==> config.mk <==
export PLATFORM = sky130hd
export DESIGN_NAME = n_bit_cla_adder
export DESIGN_NICKNAME = d
export VERILOG_FILES = /design/src/rtl/n_bit_cla_adder_pkg.sv /design/src/rtl/n_bit_cla_adder_cla_group4.sv /design/src/rtl/n_bit_cla_adder.sv
export SDC_FILE = /design/constraint.sdc
export NUM_CORES = 1
export LEC_CHECK = 0
export ABC_AREA = 0
export BUFFER_PORTS_ARGS = -buffer_cell sky130_fd_sc_hd__buf_2
export CORE_AREA = 2 2 39 41
export CTS_CLUSTER_DIAMETER = 150
export DETAILED_ROUTE_END_ITERATION = 8
export DIE_AREA = 0 0 41 43
export GPL_TIMING_DRIVEN = 0
export PLACE_DENSITY_LB_ADDON = 0.12
export SLEW_MARGIN = 5
export SYNTH_ARGS = -nofsm -noshare
export SYNTH_HDL_FRONTEND = slang
export SYNTH_HIERARCHICAL = 1
export SYNTH_SLANG_ARGS = --single-unit
==> constraint.sdc <==
create_clock -name clk -period 3 [get_ports clk]
set_input_delay 0.75 -clock clk [delete_from_list [all_inputs] [get_ports clk]]
set_output_delay 0.75 -clock clk [all_outputs]
set_load 0.01 [all_outputs]
==> src/rtl/n_bit_cla_adder_pkg.sv <==
// rtl/n_bit_cla_adder_pkg.sv - shared constants and width helper for the CLA adder
// Purpose: group width of the lookahead blocks and the padded operand width.
// Ports: none (package).
package n_bit_cla_adder_pkg;

    localparam int CLA_GROUP_W = 4;

    // Operand width rounded up to a whole number of lookahead groups.
    function automatic int cla_padded_width(input int numbits);
        return ((numbits + CLA_GROUP_W - 1) / CLA_GROUP_W) * CLA_GROUP_W;
    endfunction

endpackage

==> src/rtl/n_bit_cla_adder_cla_group4.sv <==
// rtl/n_bit_cla_adder_cla_group4.sv - 4-bit carry-lookahead group, purely combinational
// Purpose: sums one 4-bit slice with all internal carries in lookahead form and
//          exports group generate/propagate for the inter-group carry logic.
// Ports:
//   a, b  : 4-bit operand slices
//   cin   : carry into bit 0 of the group
//   s     : 4-bit slice sum
//   grp_g : group generate (carry out independent of cin)
//   grp_p : group propagate (cin passes straight through)
//   cout  : carry out of bit 3
module cla_group4
    import n_bit_cla_adder_pkg::*;
(
    input  logic [CLA_GROUP_W-1:0] a,
    input  logic [CLA_GROUP_W-1:0] b,
    input  logic                   cin,
    output logic [CLA_GROUP_W-1:0] s,
    output logic                   grp_g,
    output logic                   grp_p,
    output logic                   cout
);

    logic [CLA_GROUP_W-1:0] g;
    logic [CLA_GROUP_W-1:0] p;
    logic [CLA_GROUP_W:0]   c;

    assign g = a & b;
    assign p = a ^ b;

    // Every carry is a flat sum of products from cin; no carry feeds another.
    assign c[0] = cin;
    assign c[1] = g[0]
                | (p[0] & cin);
    assign c[2] = g[1]
                | (p[1] & g[0])
                | (p[1] & p[0] & cin);
    assign c[3] = g[2]
                | (p[2] & g[1])
                | (p[2] & p[1] & g[0])
                | (p[2] & p[1] & p[0] & cin);
    assign c[4] = g[3]
                | (p[3] & g[2])
                | (p[3] & p[2] & g[1])
                | (p[3] & p[2] & p[1] & g[0])
                | (p[3] & p[2] & p[1] & p[0] & cin);

    assign grp_g = g[3]
                 | (p[3] & g[2])
                 | (p[3] & p[2] & g[1])
                 | (p[3] & p[2] & p[1] & g[0]);
    assign grp_p = &p;

    assign s    = p ^ c[CLA_GROUP_W-1:0];
    assign cout = c[CLA_GROUP_W];

endmodule

==> src/rtl/n_bit_cla_adder.sv <==
// rtl/n_bit_cla_adder.sv - parameterised N-bit carry-lookahead adder with registered copy
// Purpose: {c_out, s} = a + b + c_in combinationally; s_q/c_out_q are the same
//          result delayed by one clk.
// Ports:
//   clk     : clock for the registered result only
//   rst_n   : asynchronous active-low reset of the registered result only
//   a, b    : NUMBITS-wide unsigned operands
//   c_in    : carry-in
//   s       : combinational sum, NUMBITS wide
//   c_out   : combinational carry into bit NUMBITS
//   s_q     : registered s
//   c_out_q : registered c_out
module n_bit_cla_adder
    import n_bit_cla_adder_pkg::*;
#(
    parameter int NUMBITS = 4
) (
    input  logic               clk,
    input  logic               rst_n,
    input  logic [NUMBITS-1:0] a,
    input  logic [NUMBITS-1:0] b,
    input  logic               c_in,
    output logic [NUMBITS-1:0] s,
    output logic               c_out,
    output logic [NUMBITS-1:0] s_q,
    output logic               c_out_q
);

    localparam int PAD_W = cla_padded_width(NUMBITS);
    localparam int NUM_GRP = PAD_W / CLA_GROUP_W;

    logic [PAD_W-1:0]   a_pad;
    logic [PAD_W-1:0]   b_pad;
    logic [PAD_W-1:0]   s_pad;
    logic [NUM_GRP-1:0] grp_g;
    logic [NUM_GRP-1:0] grp_p;
    logic [NUM_GRP-1:0] grp_cout;
    logic [NUM_GRP:0]   grp_c;

    assign a_pad = PAD_W'(a);
    assign b_pad = PAD_W'(b);

    assign grp_c[0] = c_in;

    genvar k;
    generate
        for (k = 0; k < NUM_GRP; k++) begin : g_grp
            cla_group4 u_grp (
                .a     (a_pad[k*CLA_GROUP_W +: CLA_GROUP_W]),
                .b     (b_pad[k*CLA_GROUP_W +: CLA_GROUP_W]),
                .cin   (grp_c[k]),
                .s     (s_pad[k*CLA_GROUP_W +: CLA_GROUP_W]),
                .grp_g (grp_g[k]),
                .grp_p (grp_p[k]),
                .cout  (grp_cout[k])
            );

            // Group-to-group chain on G/P; the group's own cout is the same value.
            assign grp_c[k+1] = grp_g[k] | (grp_p[k] & grp_c[k]);
        end

        // With zero padding the first padded bit has p=0, so its sum bit is
        // exactly the carry into bit NUMBITS.
        if (PAD_W > NUMBITS) begin : g_cout_padded
            assign c_out = s_pad[NUMBITS];
        end else begin : g_cout_exact
            assign c_out = grp_c[NUM_GRP];
        end
    endgenerate

    assign s = s_pad[NUMBITS-1:0];

    // Padded sum bits, the redundant group couts and (when padded) the top
    // group carry are intentionally dropped.
    logic unused_bits;
    assign unused_bits = &{1'b0, grp_cout, grp_c, s_pad};

    always_ff @(posedge clk or negedge rst_n) begin
        if (!rst_n) begin
            s_q     <= '0;
            c_out_q <= 1'b0;
        end else begin
            s_q     <= s;
            c_out_q <= c_out;
        end
    end

endmodule

== After elaboration in Yosys (flattened, before gate mapping) ==
Index checks and enable logic that the tools add are counted.
Widths: inputs -> output; s select.

* Bitwise operators: 28
* Reductions and logical operators: 1

{| class="wikitable"
|+ Operators with widths
! operator !! count
|-
| $and 1x1->1 || 15
|-
| $or 1x1->1 || 10
|-
| $xor 4x4->4 || 2
|-
| $and 4x4->4 || 1
|-
| $reduce_and 4->1 || 1
|}

* Register bits: 5
* Input port bits: 11
* Output and inout port bits: 10
* Word-level logic and storage cells: 31

== Depth between registers and ports, before layout ==
Gate-level depths: netlist of the first run.

* Word-level depth: 6
* Depth in mapped cells: 5
* Depth with buffers taken out: 5

== By module ==
The synthesis of the first run kept the hierarchy.

{| class="wikitable"
|+ Modules (own cells, without submodules)
! module !! instances !! cells an instance !! area each (µm²) !! sequential area each (µm²)
|-
| cla_group4 || 1 || 23 || 193.9 || 0.0
|-
| n_bit_cla_adder || 1 || 6 || 132.6 || 125.1
|}

== Least setup slack after synthesis of the first run ==
Ideal clock, no wire load.

* Kind: input to output
* From: input port a[2]
* To: output port c_out
* Arrival: 1.677 ns
* Required time: 2.250 ns
* Setup slack: 0.573 ns
* Cell stages on the path: 5
* Path buffers: 0
* Path through: ha_1 -> a21oi_2 -> nand2_1 -> a21o_1 -> a21o_1

* Longest elaborated chain between the ends: 6
* Elaborated cells on any way between the ends: 13
* Those cells by class: bitwise (12); reduce/logical (1)

{| class="wikitable"
|+ RTL lines
! item !! RTL line !! source
|-
| start: declaration || n_bit_cla_adder.sv:20 || <nowiki>input logic [NUMBITS-1:0] a,</nowiki>
|-
| $and 4x4->4 or $xor 4x4->4 (tied branches) || n_bit_cla_adder_cla_group4.sv:27, n_bit_cla_adder_cla_group4.sv:28 ||
|-
| $and 1x1->1 || -- ||
|-
| $or 1x1->1 or $and 1x1->1 (tied branches) (2 in a row) || -- ||
|-
| $or 1x1->1 * || -- ||
|-
| net grp_g || n_bit_cla_adder.sv:35 || <nowiki>logic [NUM_GRP-1:0] grp_g;</nowiki>
|-
| $or 1x1->1 * || n_bit_cla_adder.sv:59 || <nowiki>assign grp_c[k+1] = grp_g[k] | (grp_p[k] & grp_c[k]);</nowiki>
|-
| end: declaration || n_bit_cla_adder.sv:24 || <nowiki>output logic c_out,</nowiki>
|}

Mark *: on every way through the listed nets, which the timed path passes. The rest lies on a longest branch.

== Worst setup path in the final report of the first run ==
Ends and elaborated chain as after synthesis.

==> results of run 1 <==
==> report_power, final <==
| part | total (mW) | switching [mW] | leakage [nW] | internal, mW |
|---|---|---|---|---|
| registers | 0.0814 | 0.00200 | 0.0587 | 0.0794 |
| clock network | 0.0747 | 0.0246 | 0.0150 | 0.0501 |
| logic | 0.0812 | 0.0444 | 0.200 | 0.0368 |
| total | 0.237 | 0.0709 | 0.274 | 0.166 |
==> worst max-delay path, stage by stage <==
cell and delay, ns:
sky130_fd_sc_hd__buf_2 0.10, sky130_fd_sc_hd__ha_1 0.36, sky130_fd_sc_hd__a21oi_2 0.20, sky130_fd_sc_hd__nand2_1 0.08
sky130_fd_sc_hd__a21o_1 0.17, sky130_fd_sc_hd__a21o_1 0.16, sky130_fd_sc_hd__buf_2 0.14
==> layer usage <==
| metal | global-route usage, % | vias up | routed length (µm) |
|---|---|---|---|
| met5 | 0 | - | 0 |
| met1 | 9.39 | 114 | 244 |
| met3 | 1.57 | 2 | 86 |
| li1 | - | 143 | - |
| met4 | 10.0 | 0 | 9 |
| met2 | 14.4 | 12 | 306 |
==> final cells by class <==
cell class / instances / area [µm²]
Timing Repair Buffer: 20 / 100
Clock buffer: 4 / 26.3
Multi-Input combinational cell: 19 / 179
Inverter: 4 / 15.0
Tap cell: 16 / 20.0
Sequential cell: 5 / 125
Fill cell: 151 / 918
==> flip-flops by register name, indices dropped and copies added, names as in the netlist <==
register and cells:
c_out_q 1, s_q 4
==> cell usage in the layout, fill, tap and decap left out, types with 2 or more instances in the layout <==
master / n
sky130_fd_sc_hd__a21o_1: 3
sky130_fd_sc_hd__buf_2: 20
sky130_fd_sc_hd__clkbuf_4: 3
sky130_fd_sc_hd__dfrtp_1: 5
sky130_fd_sc_hd__ha_1: 5
sky130_fd_sc_hd__inv_1: 4
sky130_fd_sc_hd__xnor2_1: 2
==> per-stage QoR <==
| stage | instances | total power [mW] |
|---|---|---|
| 2_1_floorplan | 28 | 0.128 |
| 3_5_place_dp | 64 | 0.165 |
| 3_3_place_gp | 64 | 0.164 |
| 4_1_cts | 68 | 0.243 |
| 5_1_grt | 68 | 0.255 |
| 6_report | 68 | 0.237 |
==> final timing paths <==
kind	startpoint	end	slack, ns	cells past startpoint
worst max-delay path	a[2]	c_out	0.29	7
worst min-delay path	rst_n	c_out_q	0.31	1
max in group asynchronous	rst_n	s_q[0]	2.56	1
min in group clk	c_in	c_out_q	0.80	2
==> out/results.tsv, run 1 <==
stage	metric	value	unit
global_route	globalRoute.totalOverflow	0	
yosys	post_synth_instance_area	319	µm²
worst_setup_path	endpoint_kind	output port	
finish	finish.utilization	33.6	%
routing	drt_iter0_markers	1	
pwr	irDropWorstVdd	105	µV
place	gp_routability_congestion	0.695	
clock_tree	cts_resized	0	
clock_tree	cts_tree	done	
floorplan	start_util	23.1	%
global_route	grt_max_degree	6	
yosys	yosys_warnings	6	
floorplan	io_pins	21	
pwr	power.density_cell_area	510	nW/µm²
global_route	grt_pass1_vias	276	
sta	final-max-slew-violation-count	0	
place	dp_slack	0.302	ns
clock_tree	htree_num_levels	1	
sta	grt_setup_unrepaired	no	
sta	worst_relative_slew_slack	87.7	%
global_route	grt_antenna_before_repair	0	
worst_setup_path	top_fanout_value_on_the_critical_path	5	
sta	hold_violations	0	
finish	final_net_count	70	
clock_tree	cts_num_sinks	5	
floorplan	floorplan.die_area	1760	µm²
sta	count_of_final_setup_violators	0	
sta	maximum_clock_frequency	369	MHz
sta	layout_setup_ws	0.294	ns
routing	routed_wire_length_per_instance	9.50	µm
yosys	syn_area_per_cell	11.4	µm²
yosys	syn-num-nets	45	
worst_setup_path	critical_path.startpoint_type	input pin	
worst_setup_path	worst-endpoint-arrival	1.96	ns
clock_tree	cts_hold_repair.buffers	0	
clock_tree	clk_path_buf_depth	2	
place	port_buffers	20	
routing	wl	646	µm
finish	design_area	465	µm²
floorplan	die_w	41	µm
routing	avgViaCountPerCell	3.99	
clock_tree	root_buffer	sky130_fd_sc_hd__clkbuf_4	
place	placed_area	439	µm²
worst_setup_path	critical_path_required	2.25	ns
routing	drt_pre_antenna_iters	2	
routing	dr_total_vias	271	
sta	timing_worst_slew_pin_value	0.183	ns
finish	antenna_cells_inserted	0	
finish	flow.area_growth_from_synthesis	45.9	%
status	outcome	completed	
routing	antenna_left	0	
global_route	grt_use_total	9.36	%
worst_setup_path	setup.worst_path.class	in2out	
clock_tree	cts_made_buffers	3	
place	hpwl	566	µm
run	timing.max_cap.violations	0	
sta	layout_min_cycle_time	2.71	ns
clock_tree	cts.repair_timing.setup_buffer_count	0	
sta	setup_tns	0	ns
sta	hold_ws	0.314	ns
pwr	p_leak	0.274	nW
floorplan	core	1380	µm²
routing	drc	0	
floorplan	die_height	43	µm
yosys	syn-instance-count	28	
floorplan	row_count	14	
global_route	grt_first_pass_wirelength	1.07	mm
finish	layout-drive-gt1-share	48.1	%
sta	min_period_over_period	90.2	%
min_path	min_path_type	in2async	
clock_tree	cts.reportedPaths.clkPinSlew	0.04	ns
No activity file was read; power rests on OpenSTA's default activity.
==> run 2, diff against run 1 <==
--- a/config.mk
+++ b/config.mk
@@ -7,10 +7,10 @@
 export LEC_CHECK = 0
 export ABC_AREA = 0
 export BUFFER_PORTS_ARGS = -buffer_cell sky130_fd_sc_hd__buf_2
-export CORE_AREA = 2 2 39 41
+export CORE_AREA = 4 4 41 43
 export CTS_CLUSTER_DIAMETER = 150
 export DETAILED_ROUTE_END_ITERATION = 8
-export DIE_AREA = 0 0 41 43
+export DIE_AREA = 0 0 45 47
 export GPL_TIMING_DRIVEN = 0
 export PLACE_DENSITY_LB_ADDON = 0.12
 export SLEW_MARGIN = 5
==> run 2 against run 1 <==
Compared with the run above: non-clock buffer count did not move; power rose by 1.5%; maximum frequency barely moved; global-route usage fell by 0.69 points; sequential cell count did not move; worst hold slack got worse by 0.0018 ns; design area fell by 0.27%; critical path type unchanged; critical endpoint unchanged.
==> out/results.tsv, run 2 (same netlist as run 1, synthesis figures left out) <==
stage	metric	value	unit
worst_setup_path	cp_num_cells	7	
worst_setup_path	endpoint_kind	output port	
routing	wl	718	µm
finish	reg_top3	s_q (4), c_out_q (1)	
finish	number_of_fillers_in_the_final_layout	144	
clock_tree	htree_num_levels	1	
sta	count_of_final_setup_violators	0	
clock_tree	cts.repair_timing.setup_buffer_count	0	
sta	maximum_clock_frequency	369	MHz
finish	flow.area_growth_from_synthesis	45.5	%
run	timing.max_cap.violations	0	
global_route	grt_max_degree	6	
worst_setup_path	worst_path_dominant_cell_family	compound AO/OA/AOI/OAI gates	
finish	final_net_count	70	
clock_tree	cts_resized	0	
place	port_buffers	20	
sta	timing_worst_slew_pin_value	0.189	ns
sta	min_period_over_period	90.3	%
clock_tree	cts_num_sinks	5	
routing	antenna_left	0	
min_path	min_path_type	in2async	
worst_setup_path	worst-endpoint-arrival	1.96	ns
global_route	grt_use_total	8.66	%
floorplan	die_w	45	µm
clock_tree	clk_path_buf_depth	2	
pwr	irDropWorstVdd	121	µV
finish	leading_cell_types_in_the_layout_fill_and_taps_excluded	sky130_fd_sc_hd__buf_2, sky130_fd_sc_hd__dfrtp_1, sky130_fd_sc_hd__ha_1	
sta	grt_setup_unrepaired	no	
sta	setup_tns	0	ns
global_route	grt_use_met2	15.5	%
sta	hold_violations	0	
global_route	grt_first_pass_wirelength	1.24	mm
finish	layout-drive-gt1-share	48.1	%
clock_tree	cts_hold_repair.buffers	0	
floorplan	die_height	47	µm
global_route	globalRoute.totalOverflow	0	
worst_setup_path	cp_num_buf_inv	2	
clock_tree	root_buffer	sky130_fd_sc_hd__clkbuf_4	
worst_setup_path	critical_path.startpoint_type	input pin	
pwr	power.density_cell_area	519	nW/µm²
worst_setup_path	critical_path_required	2.25	ns
global_route	globalRoute.busiestLayer	met2	
routing	drc	0	
floorplan	io_pins	21	
floorplan	row_count	13	
worst_setup_path	crit_path_cell_trace	buf_2, ha_1, a21oi_2, nand2_1, a21o_1, a21o_1, buf_2	
finish	regMostFlops	s_q	
sta	final-max-slew-violation-count	0	
finish	largest_register_ffs	4	
clock_tree	cts_made_buffers	3	
floorplan	core	1300	µm²
finish	area_of_the_multi_input_gates	179	µm²
floorplan	floorplan.die_area	2120	µm²
worst_setup_path	top_fanout_value_on_the_critical_path	5	
clock_tree	cts_tree	done	
place	placed_area	438	µm²
pwr	finalPower	241	µW
worst_setup_path	crit_slowest_cell	sky130_fd_sc_hd__ha_1	
global_route	grt_antenna_before_repair	0	
finish	design_area	464	µm²
place	hpwl	627	µm
routing	drt_pre_antenna_iters	1	
global_route	global_route.usage.met3	2.68	%
finish	final-seq-area	125	µm²
global_route	groute.layer.met1.usage	7.41	%
sta	layout_min_cycle_time	2.71	ns
routing	avgViaCountPerCell	4.21	
routing	routed_wire_length_per_instance	10.7	µm
routing	dr_total_vias	282	
finish	layout_commonest_cell	sky130_fd_sc_hd__buf_2	
routing	drt_iter0_markers	0	
worst_setup_path	timing.critical_path.slowest_cell_delay	0.36	ns
global_route	grt_pass1_vias	316	
floorplan	start_util	24.5	%
place	gp_routability_congestion	0.782	
pwr	p_leak	0.274	nW
sta	worst_relative_slew_slack	87.4	%
clock_tree	cts.reportedPaths.clkPinSlew	0.04	ns
worst_setup_path	setup.worst_path.class	in2out	
finish	antenna_cells_inserted	0	
status	outcome	completed	
## run 2: power breakdown
part	switching (mW)	internal, mW	total [mW]
clock network	0.0269	0.0502	0.0772
registers	0.00258	0.0795	0.0821
logic	0.0448	0.0369	0.0817
## run 2: cell type report
class | count | area share (%)
Multi-Input combinational cell | 19 | 38.5
Sequential cell | 5 | 27.0
Tap cell | 15 | 4.04
Inverter | 4 | 3.23
Timing Repair Buffer | 20 | 21.6
Clock buffer | 4 | 5.66
## run 2: worst max path at each step
| stage | from | to | slack [ns] |
|---|---|---|---|
| after floorplan | a[2] | c_out | 0.57 |
| after global placement | a[2] | c_out | 0.31 |
| after detailed placement | a[2] | c_out | 0.30 |
| after CTS | a[2] | c_out | 0.29 |
| after global routing | a[2] | c_out | 0.20 |
| final | a[2] | c_out | 0.29 |
## run 2: stage by stage
| step | setup slack (ns) | std cells | util (%) | hold slack [ns] |
|---|---|---|---|---|
| CTS | 0.286 | 67 | 35.7 | 0.304 |
| floorplan | 0.573 | 28 | - | 0.454 |
| finish | 0.292 | 67 | 35.7 | 0.312 |
| global route | 0.200 | 67 | 35.7 | 0.315 |
| global placement | 0.311 | 63 | 33.7 | 0.563 |
| detailed placement | 0.296 | 63 | 33.7 | 0.568 |
## run 2: routing by layer
metal	vias up	routed length [µm]
met1	126	254
met3	0	66
met5	-	0
li1	144	-
met2	12	397
met4	0	0
==> run 3, diff against run 2 <==
--- a/config.mk
+++ b/config.mk
@@ -7,10 +7,12 @@
 export LEC_CHECK = 0
 export ABC_AREA = 0
 export BUFFER_PORTS_ARGS = -buffer_cell sky130_fd_sc_hd__buf_2
-export CORE_AREA = 4 4 41 43
+export CELL_PAD_IN_SITES_DETAIL_PLACEMENT = 0
+export CELL_PAD_IN_SITES_GLOBAL_PLACEMENT = 2
+export CORE_MARGIN = 4
+export CORE_UTILIZATION = 23
 export CTS_CLUSTER_DIAMETER = 150
 export DETAILED_ROUTE_END_ITERATION = 8
-export DIE_AREA = 0 0 45 47
 export GPL_TIMING_DRIVEN = 0
 export PLACE_DENSITY_LB_ADDON = 0.12
 export SLEW_MARGIN = 5
==> run 3 against run 2 <==
Compared with the run above: sequential share of layout area is the same; global-route usage shrank 1.1 points; critical endpoint unchanged; cell count is the same.
==> out/results.tsv, run 3 (same netlist as run 1, synthesis figures left out) <==
stage	metric	value	unit
clock_tree	cts_tree	done	
clock_tree	cts_resized	0	
worst_setup_path	critical_path.startpoint_type	input pin	
clock_tree	clk_path_buf_depth	2	
global_route	grt_max_degree	6	
routing	drt_pre_antenna_iters	1	
routing	avgViaCountPerCell	4.04	
floorplan	core	1300	µm²
global_route	grt_antenna_before_repair	0	
worst_setup_path	critical_path_required	2.25	ns
sta	setup_tns	0	ns
floorplan	io_pins	21	
finish	area_of_the_multi_input_gates	179	µm²
sta	count_of_final_setup_violators	0	
clock_tree	root_buffer	sky130_fd_sc_hd__clkbuf_4	
routing	wl	690	µm
routing	drt_iter0_markers	0	
clock_tree	cts.reportedPaths.clkPinSlew	0.04	ns
finish	layout-drive-gt1-share	48.1	%
clock_tree	cts_made_buffers	3	
finish	final_net_count	70	
place	gp_routability_congestion	0.765	
sta	maximum_clock_frequency	373	MHz
finish	final-seq-area	125	µm²
sta	hold_ws	0.316	ns
routing	antenna_left	0	
finish	reg_top3	s_q (4), c_out_q (1)	
floorplan	start_util	24.5	%
clock_tree	cts.repair_timing.setup_buffer_count	0	
status	outcome	completed	
pwr	irDropWorstVdd	106	µV
sta	grt_setup_unrepaired	no	
worst_setup_path	top_fanout_value_on_the_critical_path	5	
routing	drc	0	
routing	dr_total_vias	271	
global_route	grt_pass1_vias	276	
finish	antenna_cells_inserted	0	
sta	min_period_over_period	89.5	%
clock_tree	cts_num_sinks	5	
finish	largest_register_ffs	4	
finish	number_of_fillers_in_the_final_layout	144	
clock_tree	cts_hold_repair.buffers	0	
global_route	globalRoute.totalOverflow	0	
pwr	power.density_cell_area	515	nW/µm²
pwr	p_leak	0.274	nW
global_route	grt_use_total	7.60	%
global_route	grt_first_pass_wirelength	1.06	mm
floorplan	die_w	45.2	µm
sta	timing_worst_slew_pin_value	0.193	ns
run	timing.max_cap.violations	0	
worst_setup_path	worst-endpoint-arrival	1.93	ns
floorplan	die_height	45.2	µm
finish	flow.area_growth_from_synthesis	45.5	%
sta	hold_violations	0	
sta	final-max-slew-violation-count	0	
clock_tree	htree_num_levels	1	
place	port_buffers	20	
floorplan	row_count	13	
finish	layout_commonest_cell	sky130_fd_sc_hd__buf_2	
sta	layout_min_cycle_time	2.68	ns
floorplan	floorplan.die_area	2050	µm²
sta	worst_relative_slew_slack	87.1	%
routing	routed_wire_length_per_instance	10.3	µm
worst_setup_path	setup.worst_path.class	in2out	
worst_setup_path	endpoint_kind	output port	
finish	regMostFlops	s_q	
min_path	min_path_type	in2async	
worst_setup_path	crit_path_start	a[2]	
finish	leading_cell_types_in_the_layout_fill_and_taps_excluded	sky130_fd_sc_hd__buf_2, sky130_fd_sc_hd__dfrtp_1, sky130_fd_sc_hd__ha_1	
-- run 3: cell counts in the layout (fill, tap and decap cells not counted) --
Identical to the previous run, type by type.
-- run 3: final timing paths --
path	to	slack, ns	cells past startpoint
setup / recovery	c_out	0.32	7
hold / removal	s_q[0]	0.32	1
max in group asynchronous	s_q[1]	2.56	1
min in group clk	c_out_q	0.79	2
-- run 3: power by group --
part	internal [mW]	leakage, nW	switching (mW)
combinational	0.0367	0.200	0.0447
sequential	0.0795	0.0587	0.00238
clock	0.0502	0.0150	0.0257
total	0.166	0.274	0.0728
-- run 3: metrics by stage --
stage	cells	instance area (µm²)	setup WS [ns]	utilization [%]	total power [mW]
final	67	464	0.316	35.7	0.239
after global routing	67	464	0.258	35.7	0.257
after CTS	67	464	0.305	35.7	0.247
after detailed placement	63	438	0.311	33.7	0.166
after global placement	63	438	0.306	33.7	0.165
after floorplan	28	319	0.573	-	0.128
-- run 3: layer usage --
metal,wire length [µm],part of all wire (%),GRT usage (%)
met2,381,55,13.3
met1,231,33,6.55
met4,0,0,7.02
met5,0,0,0
met3,76,11,2.79
-- run 3: cell type report --
type	instances	area share, %
clock buffers	4	5.66
inverters	4	3.23
multi-input cells	19	38.5
flip-flops and latches	5	27.0
well taps	15	4.04
repair buffers	20	21.6
-- run 3: critical path: stages --
cell,delay (ns)
sky130_fd_sc_hd__buf_2,0.10
sky130_fd_sc_hd__ha_1,0.36
sky130_fd_sc_hd__a21oi_2,0.19
sky130_fd_sc_hd__nand2_1,0.07
sky130_fd_sc_hd__a21o_1,0.17
sky130_fd_sc_hd__a21o_1,0.16
sky130_fd_sc_hd__buf_2,0.14
